$ cat src/rtl/lvds_iq_pkg.sv
`default_nettype none
// ============================================================================
// Module      : lvds_iq_pkg
// Description : Shared types and frame helpers for the LVDS I/Q link.
//               The sequencer state enum, the sync tags and the 32-bit
//               framing used on the serializer words live here.
// Revision    : 1.0 - initial release
// ============================================================================
package lvds_iq_pkg;

  // The 32-bit frame carries two 13-bit rails; the layout is fixed to this.
  localparam int FRAME_IQ_W = 13;

  typedef enum logic [1:0] {
    IDLE     = 2'd0,
    PREPARE  = 2'd1,
    TRANSMIT = 2'd2,
    TAIL     = 2'd3
  } tx_state_e;

  localparam logic [1:0]            SYNC_I   = 2'b10;
  localparam logic [1:0]            SYNC_Q   = 2'b01;
  localparam logic [FRAME_IQ_W-1:0] CW_LEVEL = 13'h0FFF;

  // Tail frame: sync tags only, both rails zero with no marker bits.
  localparam logic [31:0] TAIL_FRAME = {SYNC_I, 14'b0, SYNC_Q, 14'b0};

  // Sample frame: I half ends with a 1 marker, Q half ends with a 0 marker.
  function automatic logic [31:0] mk_sample_frame(input logic [FRAME_IQ_W-1:0] i,
                                                  input logic [FRAME_IQ_W-1:0] q);
    return {SYNC_I, i, 1'b1, SYNC_Q, q, 1'b0};
  endfunction

endpackage
`default_nettype wire

$ cat src/rtl/lvds_word_edge.sv
`default_nettype none
// ============================================================================
// Module      : lvds_word_edge
// Description : Turns the serializer's word-completion level into a
//               single-cycle word-boundary strobe (rising-edge detect).
// Revision    : 1.0 - initial release
// Ports       : clk       - clock
//               reset     - synchronous active-high reset
//               tx_done_i - word-completion level from the serializer
//               wb_o      - one-cycle strobe on each rising edge of tx_done_i
// ============================================================================
module lvds_word_edge (
  input  logic clk,
  input  logic reset,
  input  logic tx_done_i,
  output logic wb_o
);

  logic tx_done_q;

  always_ff @(posedge clk) begin
    if (reset) tx_done_q <= 1'b0;
    else       tx_done_q <= tx_done_i;
  end

  assign wb_o = tx_done_i & ~tx_done_q;

endmodule
`default_nettype wire

$ cat src/rtl/iq_tx_sequencer.sv
`default_nettype none
// ============================================================================
// Module      : iq_tx_sequencer
// Description : Paces the signal generator and frames I/Q samples into
//               32-bit sync-tagged words for the LVDS serializer. All state
//               moves happen on serializer word boundaries; a sample slot
//               occurs every skip+2 words, and tail words close a message.
// Revision    : 1.0 - initial release
// Options     : IQ_TX_UNDERRUN_CNT_EN - adds underrun_cnt[15:0], a saturating
//               count of underrun pulses cleared by reset and each start.
// Ports       : clk, reset    - clock, synchronous active-high reset
//               transmit      - level request; a rising edge starts a message
//               abort         - one-cycle pulse, ends the message early
//               speed         - rate select (bit 1: slow pacing)
//               cw            - send constant 13'h0FFF on both rails
//               tx_done       - serializer word-completion level
//               sample_req    - one-cycle request to the generator
//               sample_valid, sample_i, sample_q - generator sample return
//               msg_done      - generator has emitted its last sample
//               tx_data       - word presented to the serializer
//               busy          - high whenever not IDLE
//               underrun      - one-cycle pulse when a sample slot was missed
// ============================================================================
module iq_tx_sequencer
  import lvds_iq_pkg::*;
#(
  parameter int IQ_W       = 13,  // must equal FRAME_IQ_W for the frame layout
  parameter int SKIP_FAST  = 3,
  parameter int SKIP_SLOW  = 8,
  parameter int TAIL_WORDS = 2
) (
  input  logic            clk,
  input  logic            reset,
  input  logic            transmit,
  input  logic            abort,
  input  logic [1:0]      speed,
  input  logic            cw,
  input  logic            tx_done,
  output logic            sample_req,
  input  logic            sample_valid,
  input  logic [IQ_W-1:0] sample_i,
  input  logic [IQ_W-1:0] sample_q,
  input  logic            msg_done,
  output logic [31:0]     tx_data,
  output logic            busy,
  output logic            underrun
`ifdef IQ_TX_UNDERRUN_CNT_EN
  ,
  output logic [15:0]     underrun_cnt
`endif
);

  localparam logic [3:0] SKIP_FAST_C = 4'(SKIP_FAST);
  localparam logic [3:0] SKIP_SLOW_C = 4'(SKIP_SLOW);
  localparam logic [3:0] TAIL_C      = 4'(TAIL_WORDS);

  tx_state_e        state_q, state_d;
  logic [31:0]      tx_data_q, tx_data_d;
  logic [3:0]       cnt_q, cnt_d;
  logic [3:0]       tcnt_q, tcnt_d;
  logic             hold_valid_q, hold_valid_d;
  logic [IQ_W-1:0]  hold_i_q, hold_i_d;
  logic [IQ_W-1:0]  hold_q_q, hold_q_d;
  logic             done_lat_q, done_lat_d;
  logic             abort_lat_q, abort_lat_d;
  logic             sample_req_q, sample_req_d;
  logic             underrun_q, underrun_d;
  // Two-stage sampler of transmit, clocked only on word boundaries.
  logic             trn_s1_q, trn_s2_q;

  logic             wb;
  logic             start;
  logic [3:0]       skip;
  logic             unused_speed0;

  assign unused_speed0 = speed[0];

  lvds_word_edge u_word_edge (
    .clk       (clk),
    .reset     (reset),
    .tx_done_i (tx_done),
    .wb_o      (wb)
  );

  assign start = trn_s1_q & ~trn_s2_q;
  assign skip  = speed[1] ? SKIP_SLOW_C : SKIP_FAST_C;

  always_comb begin
    state_d      = state_q;
    tx_data_d    = tx_data_q;
    cnt_d        = cnt_q;
    tcnt_d       = tcnt_q;
    hold_valid_d = hold_valid_q;
    hold_i_d     = hold_i_q;
    hold_q_d     = hold_q_q;
    done_lat_d   = done_lat_q;
    abort_lat_d  = abort_lat_q;
    underrun_d   = 1'b0;

    if (state_q != IDLE) begin
      if (msg_done) done_lat_d  = 1'b1;
      if (abort)    abort_lat_d = 1'b1;
    end

    if (wb) begin
      case (state_q)
        IDLE: begin
          tx_data_d = '0;
          if (start) begin
            cnt_d   = '0;
            state_d = PREPARE;
          end
        end
        PREPARE: begin
          if (cnt_q == skip) begin
            if (cw) begin
              tx_data_d = mk_sample_frame(CW_LEVEL, CW_LEVEL);
            end else if (hold_valid_q) begin
              tx_data_d = mk_sample_frame(hold_i_q, hold_q_q);
            end else begin
              // Missed sample: keep the link framed with a tail word.
              tx_data_d  = TAIL_FRAME;
              underrun_d = 1'b1;
            end
            hold_valid_d = 1'b0;
            state_d      = TRANSMIT;
          end else begin
            tx_data_d = '0;
            cnt_d     = cnt_q + 4'd1;
          end
        end
        TRANSMIT: begin
          if (done_lat_q || abort_lat_q) begin
            tx_data_d = TAIL_FRAME;
            tcnt_d    = 4'd1;
            state_d   = TAIL;
          end else begin
            tx_data_d = '0;
            cnt_d     = '0;
            state_d   = PREPARE;
          end
        end
        TAIL: begin
          if (tcnt_q < TAIL_C) begin
            tx_data_d = TAIL_FRAME;
            tcnt_d    = tcnt_q + 4'd1;
          end else begin
            tx_data_d    = '0;
            done_lat_d   = 1'b0;
            abort_lat_d  = 1'b0;
            // Drop any late sample so it cannot leak into the next message.
            hold_valid_d = 1'b0;
            state_d      = IDLE;
          end
        end
        default: state_d = IDLE;
      endcase
    end

    // A fresh sample beats the consumption clear in the same cycle.
    if (sample_valid && (state_q != IDLE)) begin
      hold_valid_d = 1'b1;
      hold_i_d     = sample_i;
      hold_q_d     = sample_q;
    end

    // One request per PREPARE entry; done_lat_d also covers a msg_done that
    // lands on the same cycle as the TRANSMIT->PREPARE move.
    sample_req_d = (state_d == PREPARE) && (state_q != PREPARE) && !done_lat_d;
  end

  always_ff @(posedge clk) begin
    if (reset) begin
      state_q      <= IDLE;
      tx_data_q    <= '0;
      cnt_q        <= '0;
      tcnt_q       <= '0;
      hold_valid_q <= 1'b0;
      hold_i_q     <= '0;
      hold_q_q     <= '0;
      done_lat_q   <= 1'b0;
      abort_lat_q  <= 1'b0;
      sample_req_q <= 1'b0;
      underrun_q   <= 1'b0;
      trn_s1_q     <= 1'b0;
      trn_s2_q     <= 1'b0;
    end else begin
      state_q      <= state_d;
      tx_data_q    <= tx_data_d;
      cnt_q        <= cnt_d;
      tcnt_q       <= tcnt_d;
      hold_valid_q <= hold_valid_d;
      hold_i_q     <= hold_i_d;
      hold_q_q     <= hold_q_d;
      done_lat_q   <= done_lat_d;
      abort_lat_q  <= abort_lat_d;
      sample_req_q <= sample_req_d;
      underrun_q   <= underrun_d;
      if (wb) begin
        trn_s1_q <= transmit;
        trn_s2_q <= trn_s1_q;
      end
    end
  end

`ifdef IQ_TX_UNDERRUN_CNT_EN
  logic [15:0] underrun_cnt_q;
  logic        start_go;

  assign start_go = wb && (state_q == IDLE) && start;

  always_ff @(posedge clk) begin
    if (reset || start_go) begin
      underrun_cnt_q <= '0;
    end else if (underrun_q && (underrun_cnt_q != 16'hFFFF)) begin
      underrun_cnt_q <= underrun_cnt_q + 16'd1;
    end
  end

  assign underrun_cnt = underrun_cnt_q;
`endif

  assign tx_data    = tx_data_q;
  assign busy       = (state_q != IDLE);
  assign underrun   = underrun_q;
  assign sample_req = sample_req_q;

endmodule
`default_nettype wire

$ cat config.mk
export PLATFORM = sky130hd
export DESIGN_NAME = iq_tx_sequencer
export DESIGN_NICKNAME = d
export VERILOG_FILES = /design/src/rtl/lvds_iq_pkg.sv /design/src/rtl/lvds_word_edge.sv /design/src/rtl/iq_tx_sequencer.sv
export SDC_FILE = /design/constraint.sdc
export NUM_CORES = 1
export LEC_CHECK = 0
export ABC_AREA = 1
export BUFFER_PORTS_ARGS = -buffer_cell sky130_fd_sc_hd__buf_2
export CAP_MARGIN = 20
export CORE_MARGIN = 3
export CORE_UTILIZATION = 45
export CTS_CLUSTER_DIAMETER = 100
export DETAILED_ROUTE_END_ITERATION = 8
export PLACE_DENSITY = 0.8
export SLEW_MARGIN = 20
export SYNTH_ARGS = -nofsm -noshare
export SYNTH_HDL_FRONTEND = slang
export SYNTH_SLANG_ARGS = --single-unit
$ cat constraint.sdc
create_clock -name clk -period 2 [get_ports clk]
set_clock_uncertainty 0.1 [all_clocks]
set_input_delay 0.4 -clock clk [delete_from_list [all_inputs] [get_ports clk]]
set_output_delay 0.4 -clock clk [all_outputs]
set_load 0.01 [all_outputs]
Word level (Yosys, flattened, before mapping)
Cells that the tools add are included.
{ "word_totals": {"out_inout_bits": 35, "reg_bits": 76, "wordCells": 88} }
{ "classes": {"reduce_logical": 15, "add_sub_neg": 2, "eq_ne": 13, "order_cmp": 1, "mux": 36, "bitwise": 7} }
{ "ops": {"columns": ["op", "n"], "rows": [
  ["$pmux 32 s4", 1],
  ["$mux 32", 3],
  ["$mux 30", 2],
  ["$mux 4", 6],
  ["$mux 1", 15],
  ["$pmux 4 s3", 1],
  ["$mux 2", 5],
  ["$ne 2x2->1 const B", 5],
  ["$add 4x1->4 const B", 2],
  ["$pmux 2 s4", 1],
  ["$pmux 4 s2", 1],
  ["$reduce_and 4->1", 2],
  ["$ne 3x3->1 const B", 2],
  ["$reduce_bool 2->1", 3],
  ["$reduce_bool 3->1", 2],
  ["$not 1->1", 5],
  ["$reduce_and 5->1", 1],
  ["$reduce_or 5->1", 1],
  ["$eq 2x1->1 const B", 2],
  ["$eq 2x2->1 const B", 2],
  ["$eq 4x4->1", 1],
  ["$lt 4x2->1 const B", 1],
  ["$logic_and 1x1->1", 3],
  ["$and 1x1->1", 2],
  ["other kinds (5)", 5]
]} }

Longest topological paths before layout
Gate-level depths: netlist (run 1).
{ "logic_depth": {"depth_word": 8, "depth_mapped": 8, "ltp_nobuf": 8} }

Modules after synthesis
Synthesis (run 1) repeated with hierarchy kept, for this count alone.
{ "hier_totals": {"cells_unflattened": 435, "hier_area_um2": 3205.6} }
{ "by_module_without_submodules": {"columns": ["module", "area_each_um2", "n_inst", "cells_per_inst"], "rows": [
  ["iq_tx_sequencer", 3174.3, 1, 431],
  ["lvds_word_edge", 31.3, 1, 4]
]} }

Least setup slack after synthesis (run 1)
No wires, ideal clock.
{ "synth_path": {"kind": "input -> register", "startpoint": "input tx_done", "endpoint": "register sample_req_q, in the netlist sample_req", "setup_time_ns": 0.065, "arrival_ns": 1.148, "setup_slack_ns": 0.687, "stages": 8, "path_buffers": 0, "cell_sequence": "inv_1 -> nor2_1 -> inv_1 -> a21oi_2 -> nand3_2 -> nor2_1 -> nand2_1 -> nor2_1"} }
{ "synth_via": {"elab_chain_len": 5} }
{ "synth_lines": {"columns": ["item", "line_no", "rtl"], "rows": [
  ["start, declared", "iq_tx_sequencer.sv:38", "input logic tx_done,"],
  ["$and 1x1->1 *", "lvds_word_edge.sv:26", "assign wb_o = tx_done_i & ~tx_done_q;"],
  ["$mux 2", "iq_tx_sequencer.sv:105", "if (wb) begin"],
  ["$eq 2x1->1", "iq_tx_sequencer.sv:169", "sample_req_d = (state_d == PREPARE) && (state_q != PREPARE) && !done_lat_d;"],
  ["$logic_and 1x1->1", "iq_tx_sequencer.sv:169", null],
  ["$logic_and 1x1->1 *", "iq_tx_sequencer.sv:169", null],
  ["end signal, assigned", "iq_tx_sequencer.sv:197", "sample_req_q <= sample_req_d;"],
  ["end, declared", "iq_tx_sequencer.sv:66", "logic sample_req_q, sample_req_d;"]
]} }
Mark *: on every way between the ends. The rest lies on a longest branch, timed or not.
A chain may end at the register's enable or synchronous reset.

Worst setup path after layout (run 1)
{ "layout_path": {"startpoint": "register state_q[1]", "endpoint": "output busy"} }
{ "layout_via": {"elab_chain_len": 1} }
{ "layout_lines": {"columns": ["item", "line_no", "rtl"], "rows": [
  ["start, declared", "iq_tx_sequencer.sv:57", "tx_state_e state_q, state_d;"],
  ["start signal, assigned", "iq_tx_sequencer.sv:188", "state_q <= state_d;"],
  ["$reduce_bool 2->1", "iq_tx_sequencer.sv:224", "assign busy = (state_q != IDLE);"],
  ["end, declared", "iq_tx_sequencer.sv:45", "output logic busy,"]
]} }
No other way between the ends.

==> results.yml, run 1 <==
timing:
  slew_violations: 0
  hold_viol_final: 0
  final.min_clock_period_ns: 1.77
  tns_ns: 0
  slew_headroom: 0.640
  finalSetupViolations: 0
  setup_ws_ns: 0.234
  fmax_mhz: 566
  min_period_over_period: 0.883
  tightest_slew_ns: 0.539
  rsz0062_at_grt: "false"
detailed_routing:
  routed_wl_um: 7050
  dr.pass1.iters: 4
  m1WireLength_um: 3410
  highest_layer: "met4"
  routed-wl-met3_um: 422
  vias_per_cell: 5.17
  drt_iter0_drc: 215
  ant_nets: 0
  wl_met2_um: 3100
  via_count: 2830
  wl_per_cell_um: 12.9
  drc_errors: 0
clocking:
  htreeDepth: 3
  cts_resized: 0
  cts_buffers: 9
  cts_hold_buffers: 0
  root_buffer: "clkbuf_8"
  postCtsSetupRepairBufs: 0
  clk_pin_slew_ns: 0.07
  clockBufferDepth: 2
  clk_latency_ns: 0.33
  cts_tree: "yes"
  cts_sinks: 72
setup_path:
  crit_path_end_kind: "output pin"
  worst_path_largest_cell_delay_ns: 0.39
  startpoint_type: "register"
  arrival_ns: 1.27
  path_max_fanout: 6
  cp.required_ns: 1.50
  r2r_cells: 6
  path_cells: "nor2_1 > inv_2 > buf_2"
  crit_slowest_cell: "dfxtp_1"
  crit_type: "register to output pin"
run:
  cap_violations: 0
status:
  outcome: "finished clean"
finish:
  fin_util: 0.554
  syn_to_final_growth_pct: 16.7
  drive_gt1_frac: 0.226
  stdcell_area_um2: 3600
  insertedDiodeCount: 0
  layout_common_cells: "dfxtp_1 (72), buf_2 (66), nand2_1 (64), a21oi_1 (63), o21ai_0 (45)"
  layout.nets: 503
  final_common_cell: "dfxtp_1"
hold_path:
  min_path_cells: 3
  min_path_type: "input pin to register"
global_route:
  antenna_found_initial: 0
  grt_first_pass_wirelength_um: 11700
  grt_usage: 0.189
  grt_overflow: 0
  grt_max_degree: 33
  grt_pass1_vias: 2634
pwr:
  peakVddDrop_mv: 0.309
  finalPower_w: 0.00280
  power_density_nw_per_um2: 778
  p_leak_nw: 1.47
synthesis:
  async_flop_share: 0
  syn_area_um2: 3090
  yosysWarningCount: 0
  netlist_instances: 408
  synth-main-ff-cell: "dfxtp_1"
  synth_edf_count: 0
  seq_area_frac_synth: 0.467
  ys_ff_latch: 72
  ys_types: 29
  syn_area_per_cell_um2: 7.56
die:
  fp.coreArea_um2: 6490
  die_x_um: 88.8
  initial_utilization: 0.475
  dieArea_um2: 7890
  io_pins: 71
  dieHeight_um: 88.8
  rows: 29
place:
  port_buffers: 66
  place_congestion: 0.884
  pre_cts_slack_ns: 0.338
  place_area_um2: 3420
  dp_hpwl_um: 5100
## critical path: cells and delay by family (launching register included)
kind                   cells  cell delay, ns
buffers and inverters      2            0.25
DFF                        1            0.39
and+or+nand+nor            1            0.30
## worst paths after layout
kind	start	slack [ns]	to
worst max register to register	state_q[1]	0.31	hold_i_q[5]
worst max-delay path	state_q[1]	0.23	busy
worst min-delay path	sample_q[9]	0.24	hold_q_q[9]
worst min register to register	tcnt_q[3]	0.35	tcnt_q[3]
## power breakdown
group          switching, W  total (W)  internal [W]  leakage [nW]
logic              0.000188   0.000278     0.0000897         0.795
clock network      0.000509    0.00102      0.000513        0.0951
registers         0.0000210    0.00150       0.00148         0.584
total              0.000719    0.00280       0.00208          1.47
## kinds of logic (layout without fill, tap and decap cells)
family                   count (synthesis)  after routing  share of synthesized area
AO/OA/AOI/OAI                          119            119                      0.198
XOR/XNOR                                 1              1                    0.00284
adder cells (fa/ha/maj)                  2              2                    0.00811
buffers and inverters                   79            139                      0.116
flip-flops                              72             72                      0.467
other                                    1              3                    0.00122
AND/OR/NAND/NOR                        134            134                      0.207
## flip-flops by register name, indices dropped and copies added (netlist names), 2 cells and up
signal,cells
tx_data,28
cnt_q,4
hold_q_q,13
hold_i_q,13
state_q,2
tcnt_q,4
## synthesized netlist by cell type (all sizes together) (2+ instances only)
library cell	instances	area [um2]
nor3	2	10.0
inv	46	173
nand2	65	246
nand3	8	50.1
buf	19	131
dfxtp	72	1440
o21ai	53	269
a21oi	64	324
clkbuf	13	48.8
nor2	24	97.6
nand4	34	228
ha	2	25.0
## per-layer routing
metal | up-vias | track usage
met2 | 95 | 0.283
li1 | 1468 | -
met1 | 1253 | 0.257
met5 | - | 0
met4 | 0 | 0.0975
met3 | 14 | 0.0372
## area by class of cell
cell class	instances	area (um2)
fillers	608	2900
flip-flops and latches	72	1440
multi-input cells	259	1300
repair buffers	76	405
inverters	47	176
clock buffers	11	151
well taps	77	96.3
clock inverters	5	31.3
## metrics by stage
stage,instances,hold slack [ns]
finish,547,0.237
global route,547,0.238
CTS,547,0.218
detailed placement,531,0.344
global placement,531,0.331
floorplan,410,0.299
No activity file was read; power rests on OpenSTA's default activity.
==> inputs of run 2 (changes only) <==
- CELL_PAD_IN_SITES_DETAIL_PLACEMENT: unset -> 1
- CELL_PAD_IN_SITES_GLOBAL_PLACEMENT: unset -> 1
- CORE_UTILIZATION: 45 -> 41
- PLACE_DENSITY: 0.8 -> 0.95
==> run 2 against run 1 <==
Critical path depth stayed put. Critical path type unchanged. Hold slack worse by 0.025 ns. Combinational power is 6% higher. Largest cell class unchanged. Design area is 2.7% higher.
==> results.yml, run 2 (synthesis results as in run 1) <==
status:
  outcome: "finished clean"
detailed_routing:
  highest_layer: "met4"
  via_count: 2993
  wl_met2_um: 4440
  dr.pass1.iters: 4
  ant_nets: 0
  drt_iter0_drc: 178
  vias_per_cell: 5.32
  m1WireLength_um: 4190
  wl_per_cell_um: 16.5
  drc_errors: 0
  routed_wl_um: 9280
  routed-wl-met3_um: 460
pwr:
  peakVddDrop_mv: 0.477
  p_leak_nw: 1.50
  power_density_nw_per_um2: 883
  finalPower_w: 0.00326
finish:
  layout_common_cells: "dfxtp_1 (72), buf_2 (66), nand2_1 (64), a21oi_1 (63), o21ai_0 (45)"
  final_common_cell: "dfxtp_1"
  drive_gt1_frac: 0.221
  insertedDiodeCount: 0
  largest_reg_flops: 28
  layout.nets: 500
  instances_no_fill: 563
  syn_to_final_growth_pct: 19.8
clocking:
  root_buffer: "clkbuf_8"
  cts_resized: 0
  postCtsSetupRepairBufs: 0
  clk_pin_slew_ns: 0.08
  cts_buffers: 9
  cts_hold_buffers: 0
  cts_tree: "yes"
  cts_sinks: 72
  clockBufferDepth: 2
  htreeDepth: 3
  clk_latency_ns: 0.36
timing:
  hold_viol_final: 0
  tightest_slew_ns: 0.567
  slew_headroom: 0.621
  final.min_clock_period_ns: 1.84
  hold_ws_ns: 0.212
  fmax_mhz: 543
  slew_violations: 0
  finalSetupViolations: 0
  min_period_over_period: 0.921
  rsz0062_at_grt: "false"
  tns_ns: 0
setup_path:
  cp.required_ns: 1.50
  crit_path_end_kind: "output pin"
  crit_type: "register to output pin"
  path_max_fanout: 6
  startpoint_type: "register"
  arrival_ns: 1.34
hold_path:
  min_path_type: "input pin to register"
die:
  io_pins: 71
  rows: 30
  fp.coreArea_um2: 7060
  dieHeight_um: 92.8
  initial_utilization: 0.437
  dieArea_um2: 8600
  die_x_um: 92.8
global_route:
  antenna_found_initial: 0
  grt_usage: 0.222
  grt_pass1_vias: 2934
  grt_max_degree: 38
  grt_first_pass_wirelength_um: 15000
  grt_overflow: 0
place:
  place_inst: 547
  port_buffers: 66
  place_congestion: 0.773
  dp_hpwl_um: 6320
run:
  cap_violations: 0
==> run 2: final cells by class <==
type                            instances  area, um2
Timing Repair Buffer                   73        408
Inverter                               47        176
Multi-Input combinational cell        259       1300
Sequential cell                        72       1440
Clock inverter                          5        103
Clock buffer                           11        151
Tap cell                               96        120
Fill cell                             919       3360
==> run 2: where the power goes <==
group	switching (W)	internal, W
clock network	0.000572	0.000894
logic	0.000205	0.0000913
registers	0.0000230	0.00148
total	0.000800	0.00246
==> run 2: path summary, 6_finish.rpt <==
check	start	to	slack, ns	depth (start not counted)
hold reg to reg	tcnt_q[3]	tcnt_q[3]	0.36	2
setup reg to reg	state_q[1]	hold_i_q[10]	0.17	6
setup / recovery	state_q[1]	busy	0.16	3
hold / removal	abort	abort_lat_q	0.21	3
==> run 2: through the flow <==
stage               setup slack, ns  area [um2]  utilization
global placement              0.370        3440        0.488
floorplan                     0.687        3090            -
CTS                           0.151        3700        0.524
detailed placement            0.254        3440        0.488
finish                        0.158        3700        0.524
global route                 0.0145        3700        0.524
==> run 2: per-layer routing <==
metal,track usage,up-vias
met4,0.0794,0
li1,-,1466
met3,0.0504,15
met5,0,-
met2,0.366,88
met1,0.285,1424
==> run 2: critical path, stage by stage (launching register included) <==
cell	delay, ns
dfxtp_1	0.39
nor2_1	0.33
inv_2	0.11
buf_2	0.16
==> inputs of run 3 (changes only) <==
- CORE_ASPECT_RATIO: unset -> 1.2
==> run 3 against run 2 <==
First-iteration DRC count is 1.7% lower. Critical endpoint unchanged. Maximum frequency is 4.4% higher. Clock power is 26% lower. Worst setup slack better by 0.078 ns. Hold slack worse by 0.015 ns. Via count is 1.1% higher. Die area hardly changed. Sequential cell count stayed put. Total power is 12% lower.
==> results.yml, run 3 (synthesis results as in run 1) <==
setup_path:
  worst_path_largest_cell_delay_ns: 0.39
  arrival_ns: 1.26
  path_max_fanout: 6
  crit_type: "register to output pin"
  crit_slowest_cell: "dfxtp_1"
  cp.required_ns: 1.50
  path_cells: "nor2_1 > inv_2 > buf_2"
  crit_path_end_kind: "output pin"
  ff2ff_setup_slack_ns: 0.31
  startpoint_type: "register"
pwr:
  peakVddDrop_mv: 0.454
  p_leak_nw: 1.48
  finalPower_w: 0.00289
  power_density_nw_per_um2: 796
detailed_routing:
  wl_per_cell_um: 16.0
  routed_wl_um: 8920
  drt_iter0_drc: 175
  via_count: 3027
  dr.pass1.iters: 4
  vias_per_cell: 5.42
  ant_nets: 0
  drc_errors: 0
place:
  place_congestion: 0.759
  port_buffers: 66
  pre_cts_slack_ns: 0.325
  dp_hpwl_um: 6050
status:
  outcome: "finished clean"
global_route:
  grt_overflow: 0
  grt_pass1_vias: 3054
  grt_first_pass_wirelength_um: 14400
  grt_usage: 0.212
  grt_max_degree: 28
  antenna_found_initial: 0
die:
  die_x_um: 85.2
  dieArea_um2: 8610
  initial_utilization: 0.424
  rows: 34
  fp.coreArea_um2: 7270
  dieHeight_um: 101
  io_pins: 71
timing:
  rsz0062_at_grt: "false"
  fmax_mhz: 567
  final.min_clock_period_ns: 1.76
  slew_violations: 0
  slew_headroom: 0.541
  hold_ws_ns: 0.198
  tns_ns: 0
  setup_ws_ns: 0.236
  finalSetupViolations: 0
  tightest_slew_ns: 0.687
  hold_viol_final: 0
  min_period_over_period: 0.882
clocking:
  root_buffer: "clkbuf_8"
  clockBufferDepth: 2
  cts_sinks: 72
  postCtsSetupRepairBufs: 0
  clk_latency_ns: 0.36
  cts_resized: 0
  cts_buffers: 9
  htreeDepth: 3
  cts_tree: "yes"
  clk_pin_slew_ns: 0.08
  cts_hold_buffers: 0
finish:
  largest_reg_flops: 28
  layout.nets: 504
  syn_to_final_growth_pct: 17.6
  layout_common_cells: "dfxtp_1 (72), buf_2 (66), nand2_1 (64), a21oi_1 (63), o21ai_0 (45)"
  drive_gt1_frac: 0.224
  insertedDiodeCount: 0
  final_common_cell: "dfxtp_1"
run:
  cap_violations: 0
hold_path:
  min_path_type: "input pin to register"
run 3: path summary, 6_finish.rpt:
path | to | from | depth (start not counted)
max | busy | state_q[1] | 3
min | abort_lat_q | abort | 3
max reg2reg | tx_data[20] | cnt_q[0] | 6
min reg2reg | hold_i_q[7] | hold_i_q[7] | 2
run 3: through the flow:
stage | cells | instance area [um2] | utilization
finish | 559 | 3630 | 0.499
global placement | 545 | 3450 | 0.475
global route | 559 | 3630 | 0.499
CTS | 559 | 3630 | 0.499
detailed placement | 545 | 3450 | 0.475
floorplan | 410 | 3090 | -
run 3: cell type report:
| type | instances | area, um2 |
|---|---|---|
| fill | 941 | 3650 |
| sequential | 72 | 1440 |
| multi-input combinational | 259 | 1300 |
| timing repair buffer | 77 | 425 |
| inverter | 47 | 176 |
| clock buffer | 9 | 124 |
| tap | 90 | 113 |
| clock inverter | 5 | 50.0 |
run 3: routing by layer:
| metal | global-route usage | part of all wire |
|---|---|---|
| met1 | 0.238 | 0.40 |
| met3 | 0.0384 | 0.044 |
| met2 | 0.393 | 0.54 |
| met4 | 0.0840 | 0.015 |
| met5 | 0 | 0 |
run 3: worst max-delay path: cells and delay by family (launching register included):
kind / cells / cell delay (ns)
flip-flops: 1 / 0.39
AND/OR/NAND/NOR: 1 / 0.27
buffers and inverters: 2 / 0.25
run 3: power breakdown:
part / internal [W] / switching (W) / leakage (nW)
registers: 0.00148 / 0.0000215 / 0.584
logic: 0.0000946 / 0.000199 / 0.806
clock network: 0.000553 / 0.000541 / 0.0945
total: 0.00213 / 0.000762 / 1.48
